[config.mk]
export PLATFORM = sky130hd
export DESIGN_NAME = writeback_stage
export DESIGN_NICKNAME = d
export VERILOG_FILES = /design/src/rtl/writeback_stage_pkg.sv /design/src/rtl/mem_port_ctrl.sv /design/src/rtl/writeback_stage.sv
export SDC_FILE = /design/constraint.sdc
export NUM_CORES = 1
export LEC_CHECK = 0
export ABC_AREA = 1
export CORE_MARGIN = 2
export CORE_UTILIZATION = 41
export CTS_BUF_LIST = sky130_fd_sc_hd__clkbuf_16
export CTS_CLUSTER_SIZE = 10
export DETAILED_ROUTE_END_ITERATION = 8
export PLACE_DENSITY = 0.77
export SLEW_MARGIN = 0
export SYNTH_ARGS = -nofsm -noshare
export SYNTH_HDL_FRONTEND = slang
export SYNTH_SLANG_ARGS = --single-unit
[constraint.sdc]
create_clock -name clk -period 1.35 [get_ports clk]
set_clock_uncertainty 0.1 [all_clocks]
set_input_delay 0.135 -clock clk [delete_from_list [all_inputs] [get_ports clk]]
set_output_delay 0.135 -clock clk [all_outputs]
set_load 0.01 [all_outputs]
[src/rtl/writeback_stage_pkg.sv]
// Shared opcode, flag-index and state definitions for the writeback stage.
// No logic; imported by the stage and its memory-port controller.
package writeback_stage_pkg;

    localparam logic [3:0] OP_ADD    = 4'h0;
    localparam logic [3:0] OP_SUB    = 4'h1;
    localparam logic [3:0] OP_AND    = 4'h2;
    localparam logic [3:0] OP_ORR    = 4'h3;
    localparam logic [3:0] OP_EOR    = 4'h4;
    localparam logic [3:0] OP_LSL    = 4'h5;
    localparam logic [3:0] OP_LSR    = 4'h6;
    localparam logic [3:0] OP_MOVREG = 4'h7;
    localparam logic [3:0] OP_CMP    = 4'h8;
    localparam logic [3:0] OP_LDR    = 4'h9;
    localparam logic [3:0] OP_STR    = 4'hA;
    localparam logic [3:0] OP_NOP    = 4'hF;

    localparam int FLAG_N = 3;
    localparam int FLAG_Z = 2;
    localparam int FLAG_C = 1;
    localparam int FLAG_V = 0;

    typedef enum logic [1:0] {
        ST_IDLE = 2'd0,
        ST_MEM  = 2'd1,
        ST_LDWB = 2'd2
    } wb_state_e;

    function automatic logic is_alu_op(input logic [3:0] op);
        return (op[3] == 1'b0);
    endfunction

    function automatic logic is_illegal_op(input logic [3:0] op);
        return (op >= 4'hB) && (op <= 4'hE);
    endfunction

endpackage

[src/rtl/mem_port_ctrl.sv]
// Single-outstanding memory handshake: latches request, holds mem_req until ack or timeout.
// Request visible the cycle after start; done/timeout are combinational on the closing edge.
module mem_port_ctrl
    import writeback_stage_pkg::*;
#(
    parameter int MEM_TIMEOUT = 16,
    parameter int REG_ADDR_W  = 4
) (
    input  logic                  clk,
    input  logic                  reset,
    input  logic                  start_i,
    input  logic                  we_i,
    input  logic [31:0]           addr_i,
    input  logic [31:0]           wdata_i,
    input  logic [REG_ADDR_W-1:0] rd_i,
    input  logic                  mem_ack_i,
    input  logic [31:0]           mem_rdata_i,
    output logic                  mem_req_o,
    output logic                  mem_we_o,
    output logic [31:0]           mem_addr_o,
    output logic [31:0]           mem_wdata_o,
    output logic                  done_o,
    output logic                  timeout_o,
    output logic [31:0]           rdata_o,
    output logic [REG_ADDR_W-1:0] rd_o
);

    localparam logic [7:0] TMO_LAST = 8'(MEM_TIMEOUT - 1);

    logic                  req_q,   req_d;
    logic                  we_q,    we_d;
    logic [31:0]           addr_q,  addr_d;
    logic [31:0]           wdata_q, wdata_d;
    logic [31:0]           rdata_q, rdata_d;
    logic [REG_ADDR_W-1:0] rd_q,    rd_d;
    logic [7:0]            cnt_q,   cnt_d;

    // An ack on the expiry edge wins over the timeout.
    assign done_o    = req_q & mem_ack_i;
    assign timeout_o = req_q & ~mem_ack_i & (cnt_q == TMO_LAST);

    always_comb begin
        req_d   = req_q;
        we_d    = we_q;
        addr_d  = addr_q;
        wdata_d = wdata_q;
        rdata_d = rdata_q;
        rd_d    = rd_q;
        cnt_d   = cnt_q;
        if (start_i) begin
            req_d   = 1'b1;
            we_d    = we_i;
            addr_d  = addr_i;
            wdata_d = we_i ? wdata_i : 32'd0;
            rd_d    = rd_i;
            cnt_d   = 8'd0;
        end else if (req_q) begin
            if (mem_ack_i) begin
                req_d   = 1'b0;
                rdata_d = mem_rdata_i;
            end else if (timeout_o) begin
                req_d = 1'b0;
            end else begin
                cnt_d = cnt_q + 8'd1;
            end
        end
    end

    always_ff @(posedge clk) begin
        if (!reset) begin
            req_q   <= 1'b0;
            we_q    <= 1'b0;
            addr_q  <= 32'd0;
            wdata_q <= 32'd0;
            rdata_q <= 32'd0;
            rd_q    <= '0;
            cnt_q   <= 8'd0;
        end else begin
            req_q   <= req_d;
            we_q    <= we_d;
            addr_q  <= addr_d;
            wdata_q <= wdata_d;
            rdata_q <= rdata_d;
            rd_q    <= rd_d;
            cnt_q   <= cnt_d;
        end
    end

    assign mem_req_o   = req_q;
    assign mem_we_o    = we_q;
    assign mem_addr_o  = addr_q;
    assign mem_wdata_o = wdata_q;
    assign rdata_o     = rdata_q;
    assign rd_o        = rd_q;

endmodule

[src/rtl/writeback_stage.sv]
// ALU writeback stage: owns NZCV, drives register-file write port, runs LDR/STR handshake.
// ALU ops write back one cycle after accept at 1/cycle; memory ops drop in_ready until done.
module writeback_stage
    import writeback_stage_pkg::*;
#(
    parameter int MEM_TIMEOUT = 16,
    parameter int REG_ADDR_W  = 4
) (
    input  logic                  clk,
    input  logic                  reset,
    input  logic                  in_valid,
    output logic                  in_ready,
    input  logic [3:0]            opcode,
    input  logic                  sbit,
    input  logic [31:0]           alu_result,
    input  logic [3:0]            alu_flags,
    input  logic [31:0]           store_data,
    input  logic [REG_ADDR_W-1:0] rd,
    output logic [3:0]            flags,
    output logic                  mem_req,
    output logic                  mem_we,
    output logic [31:0]           mem_addr,
    output logic [31:0]           mem_wdata,
    input  logic                  mem_ack,
    input  logic [31:0]           mem_rdata,
    output logic                  wb_en,
    output logic [REG_ADDR_W-1:0] wb_addr,
    output logic [31:0]           wb_data,
    output logic                  illegal_op,
    output logic                  mem_err
);

    wb_state_e state_q, state_d;

    logic                  accept;
    logic                  is_mem_op;
    logic                  mem_start;
    logic                  mem_done;
    logic                  mem_timeout;
    logic [31:0]           ld_data;
    logic [REG_ADDR_W-1:0] ld_rd;

    logic [3:0]            flags_q,   flags_d;
    logic                  wb_alu_q,  wb_alu_d;
    logic [REG_ADDR_W-1:0] wb_addr_q, wb_addr_d;
    logic [31:0]           wb_data_q, wb_data_d;
    logic                  illegal_q, illegal_d;
    logic                  mem_err_q, mem_err_d;

    // Gated by reset so nothing is offered upstream while held in reset.
    assign in_ready  = reset & (state_q == ST_IDLE);
    assign accept    = in_valid & in_ready;
    assign is_mem_op = (opcode == OP_LDR) || (opcode == OP_STR);
    assign mem_start = accept & is_mem_op;

    mem_port_ctrl #(
        .MEM_TIMEOUT (MEM_TIMEOUT),
        .REG_ADDR_W  (REG_ADDR_W)
    ) u_mem_port_ctrl (
        .clk         (clk),
        .reset       (reset),
        .start_i     (mem_start),
        .we_i        (opcode == OP_STR),
        .addr_i      (alu_result),
        .wdata_i     (store_data),
        .rd_i        (rd),
        .mem_ack_i   (mem_ack),
        .mem_rdata_i (mem_rdata),
        .mem_req_o   (mem_req),
        .mem_we_o    (mem_we),
        .mem_addr_o  (mem_addr),
        .mem_wdata_o (mem_wdata),
        .done_o      (mem_done),
        .timeout_o   (mem_timeout),
        .rdata_o     (ld_data),
        .rd_o        (ld_rd)
    );

    always_comb begin
        state_d = state_q;
        unique case (state_q)
            ST_IDLE: if (mem_start) state_d = ST_MEM;
            ST_MEM: begin
                if (mem_done) begin
                    state_d = mem_we ? ST_IDLE : ST_LDWB;
                end else if (mem_timeout) begin
                    state_d = ST_IDLE;
                end
            end
            ST_LDWB: state_d = ST_IDLE;
            default: state_d = ST_IDLE;
        endcase
    end

    always_comb begin
        flags_d   = flags_q;
        wb_alu_d  = 1'b0;
        wb_addr_d = wb_addr_q;
        wb_data_d = wb_data_q;
        illegal_d = 1'b0;
        mem_err_d = mem_err_q | mem_timeout;
        if (accept) begin
            if (is_alu_op(opcode)) begin
                wb_alu_d  = 1'b1;
                wb_addr_d = rd;
                wb_data_d = alu_result;
                if (sbit) flags_d = alu_flags;
            end else if (opcode == OP_CMP) begin
                flags_d = alu_result[3:0];
            end else if (is_illegal_op(opcode)) begin
                illegal_d = 1'b1;
            end
        end
    end

    always_ff @(posedge clk) begin
        if (!reset) begin
            state_q   <= ST_IDLE;
            flags_q   <= 4'b0000;
            wb_alu_q  <= 1'b0;
            wb_addr_q <= '0;
            wb_data_q <= 32'd0;
            illegal_q <= 1'b0;
            mem_err_q <= 1'b0;
        end else begin
            state_q   <= state_d;
            flags_q   <= flags_d;
            wb_alu_q  <= wb_alu_d;
            wb_addr_q <= wb_addr_d;
            wb_data_q <= wb_data_d;
            illegal_q <= illegal_d;
            mem_err_q <= mem_err_d;
        end
    end

    // Load writeback shares the port; LDWB never overlaps an ALU writeback.
    assign wb_en      = wb_alu_q | (state_q == ST_LDWB);
    assign wb_addr    = (state_q == ST_LDWB) ? ld_rd   : wb_addr_q;
    assign wb_data    = (state_q == ST_LDWB) ? ld_data : wb_data_q;
    assign flags      = flags_q;
    assign illegal_op = illegal_q;
    assign mem_err    = mem_err_q;

endmodule

-- Yosys cells after proc, flatten, opt, wreduce, memory -nomap -nowiden
Index checks and enable logic that the tools add are counted.
- bits in registers: 155
- bits in latches: 0
- memory bits (writable): 0
- memory bits (read-only): 0
- bits of input ports: 113
- output and inout port bits: 110
- word-level logic and storage cells: 69
- memories kept: 0
- $add $sub $neg: 1
- multipliers: 0
- divide/modulo/power cells: 0
- magnitude comparators: 2
- equal/unequal tests: 9
- shift operators: 0
- muxes and demuxes: 17
- bitwise logic cells: 14
- reductions and logical operators: 12
- operator list (cell ; number):
    32-bit 2-to-1 mux ; 2
    4-bit 2-to-1 mux ; 4
    4-bit equality test (second input constant) ; 3
    3-bit AND reduction ; 3
    8-bit by 1-bit adder with 8-bit output (second input constant) ; 1
    8-bit by 4-bit equality test with 1-bit output (second input constant) ; 1
    2-bit 2-to-1 mux ; 4
    1-bit AND ; 6
    1-bit 2-to-1 mux ; 6
    1-bit NOT ; 6
    2-bit AND reduction ; 3
    4-bit >= comparator (second input constant) ; 1
    4-bit <= comparator (second input constant) ; 1
    2-bit case mux with 2 select lines ; 1
    4-bit OR reduction ; 1
    3-bit inequality test (second input constant) ; 1
    2-bit by 1-bit equality test with 1-bit output (second input constant) ; 1
    2-bit equality test (second input constant) ; 1
    2-bit logical NOT ; 1
    2-bit by 1-bit inequality test with 1-bit output (second input constant) ; 1
    2-bit inequality test (second input constant) ; 1
    1-bit OR ; 2
    2-bit nonzero test ; 1
    2-bit OR reduction ; 1
    2 further kinds ; 2

-- Logic depth before layout (Yosys ltp)
Gate-level depths: netlist of the first run.
- depth in word-level cells: 7
- mapped depth: 10
- mapped depth without buffers: 8

-- Cells and area by module
From an unflattened synthesis of the first run, not the netlist that was laid out.
- cells, all modules: 640
- area total of the unflattened synthesis: 5855.6 µm²
- by module, submodules not included (module ; times used ; cells each ; area each (µm²) ; sequential area each (µm²)):
    mem_port_ctrl ; 1 ; 378 ; 3711.1 ; 2202.1
    writeback_stage ; 1 ; 262 ; 2144.6 ; 900.9

-- Worst setup path after synthesis of the first run
Ideal clock, no wire load.
- path kind: reg2out
- start point: register state_q[0]
- end point: output wb_data[10]
- arrival time: 1.208 ns
- required time: 1.115 ns
- setup slack: -0.093 ns
- stages on the path, launching flop included: 5
- path buffers: 1
- cell sequence: dfxtp_1 inv_1 nand2_1 buf_2 mux2_2
- word-level cells in the longest chain between the ends: 2
- ends and longest elaborated chain (element ; RTL line ; RTL):
    start, declared ; writeback_stage.sv:33 ; wb_state_e state_q, state_d;
    start signal, assigned ; writeback_stage.sv:126 ; state_q <= state_d;
    2-bit equality test ; writeback_stage.sv:139 ; assign wb_data = (state_q == ST_LDWB) ? ld_data : wb_data_q;
    32-bit 2-to-1 mux ; writeback_stage.sv:139 ;
    end, declared ; writeback_stage.sv:28 ; output logic [31:0] wb_data,
Every way passes these cells.

-- Worst setup path in the final report of the first run
- start point: register state_q[0]
- end point: register u_mem_port_ctrl.rdata_q[21] (netlist: u_mem_port_ctrl.rdata_o[21])
- word-level cells in the longest chain between the ends: 6
- ends and longest elaborated chain (element ; RTL line ; RTL):
    2-bit logical NOT ; writeback_stage.sv:51 ; assign in_ready = reset & (state_q == ST_IDLE);
    1-bit AND ; writeback_stage.sv:51 ;
    1-bit AND ; writeback_stage.sv:52 ; assign accept = in_valid & in_ready;
    1-bit AND ; writeback_stage.sv:54 ; assign mem_start = accept & is_mem_op;
    1-bit NOT (no source line) ; n/a ;
    3-bit AND reduction (no source line) ; n/a ;
    end signal, assigned ; mem_port_ctrl.sv:83 ; rdata_q <= rdata_d;
    end, declared ; mem_port_ctrl.sv:34 ; logic [31:0] rdata_q, rdata_d;
Every way passes these cells.
A chain may end at the register's enable or synchronous reset.

==> impl_metrics.json, run 1 <==
{
  "status": "finished with violations",
  "violations": "setup timing",
  "cts_buffers": 17,
  "clk_pin_slew_ps": 60,
  "synth_top_area_share_pct": 48.5,
  "power-per-cell-area_nw_per_um2": 931,
  "wl_per_cell_um": 19.7,
  "overflow": 0,
  "drt_first_pass_iters": 5,
  "ir_drop_mv": 0.841,
  "antenna_found_initial": 0,
  "initial_core_util_pct": 42.1,
  "drv_slew": 0,
  "num_vias": 7409,
  "hold_violations": 0,
  "htreeDepth": 4,
  "cts-root-buf": "clkbuf_16",
  "syn2layout_area_growth_pct": 88.8,
  "grt_pass1_wl_mm": 39.0,
  "seq_area_frac_synth_pct": 48.5,
  "fin_crit_ps": 1870,
  "avgSynthCellArea_um2": 7.54,
  "cts.sinks": 155,
  "drcViolationCount": 0,
  "critPathBufInv": 6,
  "power.total_w": 0.0112,
  "grt_pass1_vias": 7317,
  "synth-seq-cells": 155,
  "synth_top_cell_by_area": "dfxtp_1",
  "critPathKind": "reg2reg",
  "boundaryPins": 223,
  "post-dp-hpwl_mm": 11.8,
  "crit_fanout": 6,
  "leakagePower_nw": 6.34,
  "crit_path_start_kind": "flop",
  "drtIter0Drc": 604,
  "die_w_um": 129,
  "rsz0062_at_grt": "true",
  "synth_area_leaders": "dfxtp_1 48%, nor2_1 11%, nand2_1 8.2%",
  "ant_nets": 0,
  "cp.required_ps": 1560,
  "crit_chain": "inv_2 -> buf_4 -> nand3_4 -> nor2_4 -> buf_6 -> buf_12 -> nand2_8 -> buf_12 -> buf_16 -> a21oi_4 -> nor2_1",
  "tightestPinTransition_ps": 644,
  "routabilityCongestion": 0.739,
  "clk_path_buf_depth": 2,
  "grt_max_degree": 137,
  "maxCapViolations": 0,
  "die_area_um2": 16600,
  "drive_gt1_share_pct": 29.7,
  "syn_area_um2": 6400,
  "post-route-util_pct": 79.5,
  "grt_use_total_pct": 30.7,
  "yosys_warnings": 0,
  "cpLargestDelayFamily": "buffers and inverters",
  "die_h_um": 129,
  "max_stage_delay_ps": 320,
  "antenna_cells": 0,
  "slowest_stage": "dfxtp_2",
  "hold_class": "in2reg",
  "syn_inst": 849,
  "coreArea_um2": 15200,
  "setup_violations": 190,
  "crit_top_cell": "buf_12",
  "arrival_ps": 2090,
  "post-route-period-util_pct": 139,
  "r2r_start": "state_q[0]",
  "rows": 45,
  "synth_fp_nets": 963,
  "critical_path.endpoint_type": "flop",
  "ctsHoldBuffers": 0,
  "fin_nets": 1274,
  "clock_latency_ps": 420,
  "portBuffers": 222,
  "wl_mm": 26.9,
  "fmax_mhz": 534,
  "synth_cell_types": 26,
  "fin_ws_ps": -523,
  "routed_via_density": 5.44,
  "slew-limit-headroom_pct": 57.1,
  "crit_path_start": "state_q[0]",
  "hp-start": "reset",
  "cts_tree": "yes"
}
[flip-flops by register name (all words and copies together) (netlist names)]
| register | count |
|---|---|
| flags | 4 |
| illegal_op | 1 |
| mem_err | 1 |
| state_q | 2 |
| u_mem_port_ctrl.cnt_q | 8 |
| u_mem_port_ctrl.mem_addr_o | 32 |
| u_mem_port_ctrl.mem_req_o | 1 |
| u_mem_port_ctrl.mem_wdata_o | 32 |
| u_mem_port_ctrl.mem_we_o | 1 |
| u_mem_port_ctrl.rd_o | 4 |
| u_mem_port_ctrl.rdata_o | 32 |
| wb_addr_q | 4 |
| wb_alu_q | 1 |
| wb_data_q | 32 |
[Yosys cell counts (all sizes together)]
| master | n |
|---|---|
| o22ai | 1 |
| nand2 | 141 |
| buf | 43 |
| xnor2 | 1 |
| nand4 | 1 |
| inv | 52 |
| nor2 | 198 |
| o21ai | 78 |
| dfxtp | 155 |
| clkinv | 1 |
| a21boi | 4 |
| mux2 | 36 |
| a21oi | 47 |
| clkbuf | 12 |
| nor3 | 1 |
| xor2 | 1 |
| ha | 1 |
| nand3 | 76 |
[worst min-delay path: stages]
cell	delay, ps
buf_4	150
nand4_4	130
buf_6	110
nor3_1	40
[metrics by stage]
step,hold slack [ps],cells,setup TNS [ps],setup slack (ps),area [µm²]
6_report,99.9,1361,-74700,-523,12100
5_1_grt,113,1361,-84390,-569,12100
4_1_cts,58.7,1357,-69490,-481,11600
3_5_place_dp,350,1254,-71770,-453,9090
3_3_place_gp,341,1254,-66170,-406,9090
2_1_floorplan,138,849,0,9.52,6410
[placed cells by master (no fill, tap or decap), drive strengths merged]
cell type and count:
dfxtp 155, o22ai 1, bufbuf 1, nor3 1
xnor2 1, clkbuf 19, clkdlybuf4s50 111, nand2 145
nand4 1, dlymetal6s2s 65, nand3 76, mux2 36
ha 1, a21oi 47, xor2 1, dlygate4sd2 6
clkinv 9, bufinv 3, o21ai 78, clkinvlp 2
a21boi 4, nor2 198, inv 54, buf 158
[cell type report]
type / count / area, µm²
multi-input cells: 590 / 3570
well taps: 188 / 235
clock inverters: 15 / 158
clock buffers: 17 / 425
fillers: 905 / 3120
repair buffers: 343 / 4360
flip-flops and latches: 155 / 3110
inverters: 53 / 221
[power by group]
| part | leakage (nW) | internal [W] | total, W | switching, W |
|---|---|---|---|---|
| logic | 4.79 | 0.000937 | 0.00169 | 0.000753 |
| clock network | 0.290 | 0.00287 | 0.00479 | 0.00192 |
| registers | 1.26 | 0.00469 | 0.00476 | 0.0000705 |
[routing by layer]
| metal | share of wire [%] | GRT usage, % |
|---|---|---|
| met5 | 0 | 0 |
| met4 | 4.8 | 15.4 |
| met3 | 8.9 | 8.32 |
| met2 | 49 | 52.6 |
| met1 | 38 | 35.1 |
[cell families (layout without fill, tap and decap cells)]
| group | count (synthesis) | after routing | share of synthesized area [%] |
|---|---|---|---|
| buf+inv | 108 | 428 | 7.88 |
| mux | 36 | 36 | 6.34 |
| xor+xnor | 2 | 2 | 0.274 |
| compound gates | 130 | 130 | 10.3 |
| flops | 155 | 155 | 48.5 |
| simple gates | 417 | 421 | 26.5 |
| fa+ha+maj | 1 | 1 | 0.196 |
[timing repair]
action                     4_1_cts  5_1_grt
buffers inserted                37       14
setup endpoints to repair      262      258
resized for setup              429      171
pin swaps                       36       24
gates cloned                    37        1
[worst paths after layout]
check                                   endpoint  slack, ps  depth (start not counted)
setup reg to reg     u_mem_port_ctrl.rdata_o[21]       -520                         11
setup / recovery     u_mem_port_ctrl.rdata_o[21]       -520                         11
hold / removal                        illegal_op        100                          4
hold reg to reg   u_mem_port_ctrl.mem_addr_o[29]        360                          2
No activity file was read; power rests on OpenSTA's default activity.
==> run 2: changes to the inputs <==
- ABC_AREA: 1 -> unset
- CORE_UTILIZATION: 41 -> 40
- CTS_CLUSTER_SIZE: 10 -> unset
- PLACE_DENSITY: 0.77 -> 0.76
==> run 2 against run 1 <==
Non-clock buffer count shrank 18. Power shrank 7.4%. Global-route usage shrank 4.1 points. Highest routed layer unchanged. Die area shrank 2.2%. Setup slack lost 64 ps. Design area shrank 5.8%. Via count shrank 17%. Register-to-register slack lost 60 ps. Largest power group is now registers. Critical path depth shrank 4. Critical path type unchanged. Sequential cell count is the same. The run still ends with setup timing left. First-iteration DRC count shrank 47%. Hold slack gained 57 ps.
==> impl_metrics.json, run 2 <==
{
  "initial_core_util_pct": 40.6,
  "syn2layout_area_growth_pct": 86.4,
  "layout_commonest_cell": "dfxtp_1",
  "wl_mm": 23.5,
  "fin_ws_ps": -587,
  "pwr-share-clk_pct": 42.4,
  "drv_slew": 0,
  "crit_path_start_kind": "flop",
  "violations": "setup timing",
  "grt_pass1_wl_mm": 33.0,
  "portBuffers": 222,
  "ctsHoldBuffers": 0,
  "drive_gt1_share_pct": 37.6,
  "max_stage_delay_ps": 440,
  "antenna_found_initial": 0,
  "routabilityCongestion": 0.808,
  "r2r_slack_ps": -590,
  "synth_fp_nets": 777,
  "wl_per_cell_um": 20.2,
  "fmax_mhz": 516,
  "yosysMostFrequentCell": "nand2_1",
  "grt_use_total_pct": 26.6,
  "combPwrFrac_pct": 12.6,
  "ys.flop_type": "dfxtp_1",
  "synth_area_leaders": "dfxtp_1 51%, nand2_1 11%, a21boi_0 9.0%",
  "tightestPinTransition_ps": 909,
  "maxCapViolations": 0,
  "synth_top_area_share_pct": 50.8,
  "drt_first_pass_iters": 5,
  "crit_fanout": 8,
  "post-route-period-util_pct": 143,
  "rows": 45,
  "avgSynthCellArea_um2": 9.21,
  "use_met1_pct": 32.1,
  "slowest_stage": "or3_4",
  "routed_via_density": 5.31,
  "cts-root-buf": "clkbuf_16",
  "seq_area_frac_synth_pct": 50.8,
  "leakagePower_nw": 5.12,
  "crit_chain": "buf_6 -> nand4bb_4 -> or3_4 -> nor3_4 -> buf_12 -> clkbuf_16 -> a22o_1",
  "drcViolationCount": 0,
  "p_switching_w": 0.00251,
  "p_int_w": 0.00790,
  "multi_input_area_um2": 3700,
  "cts.sinks": 155,
  "fill_cells": 1020,
  "post-route-util_pct": 75.7,
  "drtIter0Drc": 323,
  "syn_inst": 663,
  "setup_violations": 191,
  "seqPwrFrac_pct": 45.0,
  "die_h_um": 128,
  "cts_tree": "yes",
  "crit_end": "u_mem_port_ctrl.mem_wdata_o[26]",
  "overflow": 0,
  "stdcell_area_um2": 11400,
  "hold_class": "in2reg",
  "final_cell_mix": "150 x dfxtp_1, 129 x nand2_1, 111 x clkdlybuf4s50_1, 69 x dlygate4sd2_1, 56 x buf_6",
  "coreArea_um2": 15000,
  "ir_drop_mv": 0.940,
  "rsz0062_at_grt": "true",
  "grt_pass1_vias": 5989,
  "grt_max_degree": 79,
  "cp.required_ps": 1610,
  "synth-seq-cells": 155,
  "setup_tns_ps": -92340,
  "power.total_w": 0.0104,
  "yosys_warnings": 0,
  "htreeDepth": 4,
  "r2r_start": "state_q[0]",
  "r2r_end": "u_mem_port_ctrl.mem_wdata_o[26]",
  "crit_path_start": "state_q[0]",
  "place_area_um2": 8860,
  "use_met3_pct": 9.30,
  "critPathKind": "reg2reg",
  "clk_path_buf_depth": 2,
  "arrival_ps": 2200,
  "synth_edf_count": 0,
  "fin_nets": 1075,
  "ant_nets": 0,
  "async_reset_ff_share_pct": 0,
  "power-per-cell-area_nw_per_um2": 916,
  "fin_crit_ps": 1940,
  "clk_pin_slew_ps": 60,
  "num_vias": 6166,
  "grtUsageMet2_pct": 44.8,
  "cts_buffers": 17,
  "boundaryPins": 223,
  "hold_violations": 0,
  "synth_cell_types": 41,
  "reg2reg_depth": 7,
  "critical_path.endpoint_type": "flop",
  "syn_area_um2": 6100,
  "top_usage_layer": "met2",
  "slew-limit-headroom_pct": 39.4,
  "status": "finished with violations",
  "antenna_cells": 0,
  "synth_common_cells": "181 x nand2_1, 155 x dfxtp_1, 73 x a21boi_0",
  "synth_top_cell_by_area": "dfxtp_1",
  "ff_latch_area_um2": 3110,
  "post-dp-hpwl_mm": 11.7,
  "die_w_um": 128,
  "clock_latency_ps": 420,
  "switching_share_pct": 24.1,
  "die_area_um2": 16300
}
-- run 2: layout make-up --
class | count | area share, %
Clock buffer | 17 | 3.74
Sequential cell | 155 | 27.3
Clock inverter | 14 | 0.957
Multi-Input combinational cell | 461 | 32.5
Tap cell | 188 | 2.07
Timing Repair Buffer | 325 | 33.3
Inverter | 1 | 0.0990
-- run 2: worst min-delay path by stage --
stage                                     start                     endpoint  slack, ps  cells past startpoint
floorplan                          mem_rdata[0]   u_mem_port_ctrl.rdata_o[0]        170                      2
global placement    u_mem_port_ctrl.rdata_o[24]  u_mem_port_ctrl.rdata_o[24]        330                      2
detailed placement  u_mem_port_ctrl.rdata_o[24]  u_mem_port_ctrl.rdata_o[24]        340                      2
CTS                                mem_rdata[2]   u_mem_port_ctrl.rdata_o[2]        140                      3
global route                      mem_rdata[13]  u_mem_port_ctrl.rdata_o[13]        160                      3
finish                             mem_rdata[8]   u_mem_port_ctrl.rdata_o[8]        160                      3
-- run 2: per-stage QoR --
step | instances | hold WS (ps) | setup slack (ps)
4_1_cts | 1153 | 144 | -652
6_report | 1161 | 157 | -587
5_1_grt | 1161 | 157 | -626
2_1_floorplan | 663 | 165 | -441
3_5_place_dp | 1073 | 338 | -733
3_3_place_gp | 1073 | 334 | -677
-- run 2: power groups by stage --
| stage | Clock [W] | Sequential (W) | Combinational (W) |
|---|---|---|---|
| after floorplan | 0 | 0.00478 | 0.000321 |
| after global placement | 0 | 0.00478 | 0.000930 |
| after detailed placement | 0 | 0.00478 | 0.000929 |
| after CTS | 0.00446 | 0.00468 | 0.00117 |
| after global routing | 0.00468 | 0.00469 | 0.00138 |
| final | 0.00442 | 0.00468 | 0.00131 |
-- run 2: cell families (layout without fill, tap and decap cells) --
logic type / after synthesis / count (layout) / synth area share, %
adder cells (fa/ha/maj): 1 / 1 / 0.205
AO/OA/AOI/OAI: 118 / 118 / 14.9
XOR/XNOR: 6 / 6 / 0.861
multiplexers: 45 / 45 / 8.20
buffers and inverters: 50 / 357 / 3.98
AND/OR/NAND/NOR: 288 / 291 / 21.0
flip-flops: 155 / 155 / 50.8
-- run 2: timing repair --
item,in CTS,in global routing
endpoints found under the setup margin,264,195
gates cloned,25,10
pin swaps,15,159
buffers inserted,24,9
gates resized for setup,415,224
-- run 2: per-layer routing --
layer  share of wire [%]  up-vias
met2                  49      257
li1                    -     2879
met5                   0        -
met4                 1.9        0
met3                 8.3       32
met1                  41     2998
-- run 2: worst max-delay path, delay by kind of cell, from the launching register on --
kind	cells	cell delay (ps)
simple gates	3	880
flops	1	330
buf+inv	3	420
compound gates	1	140
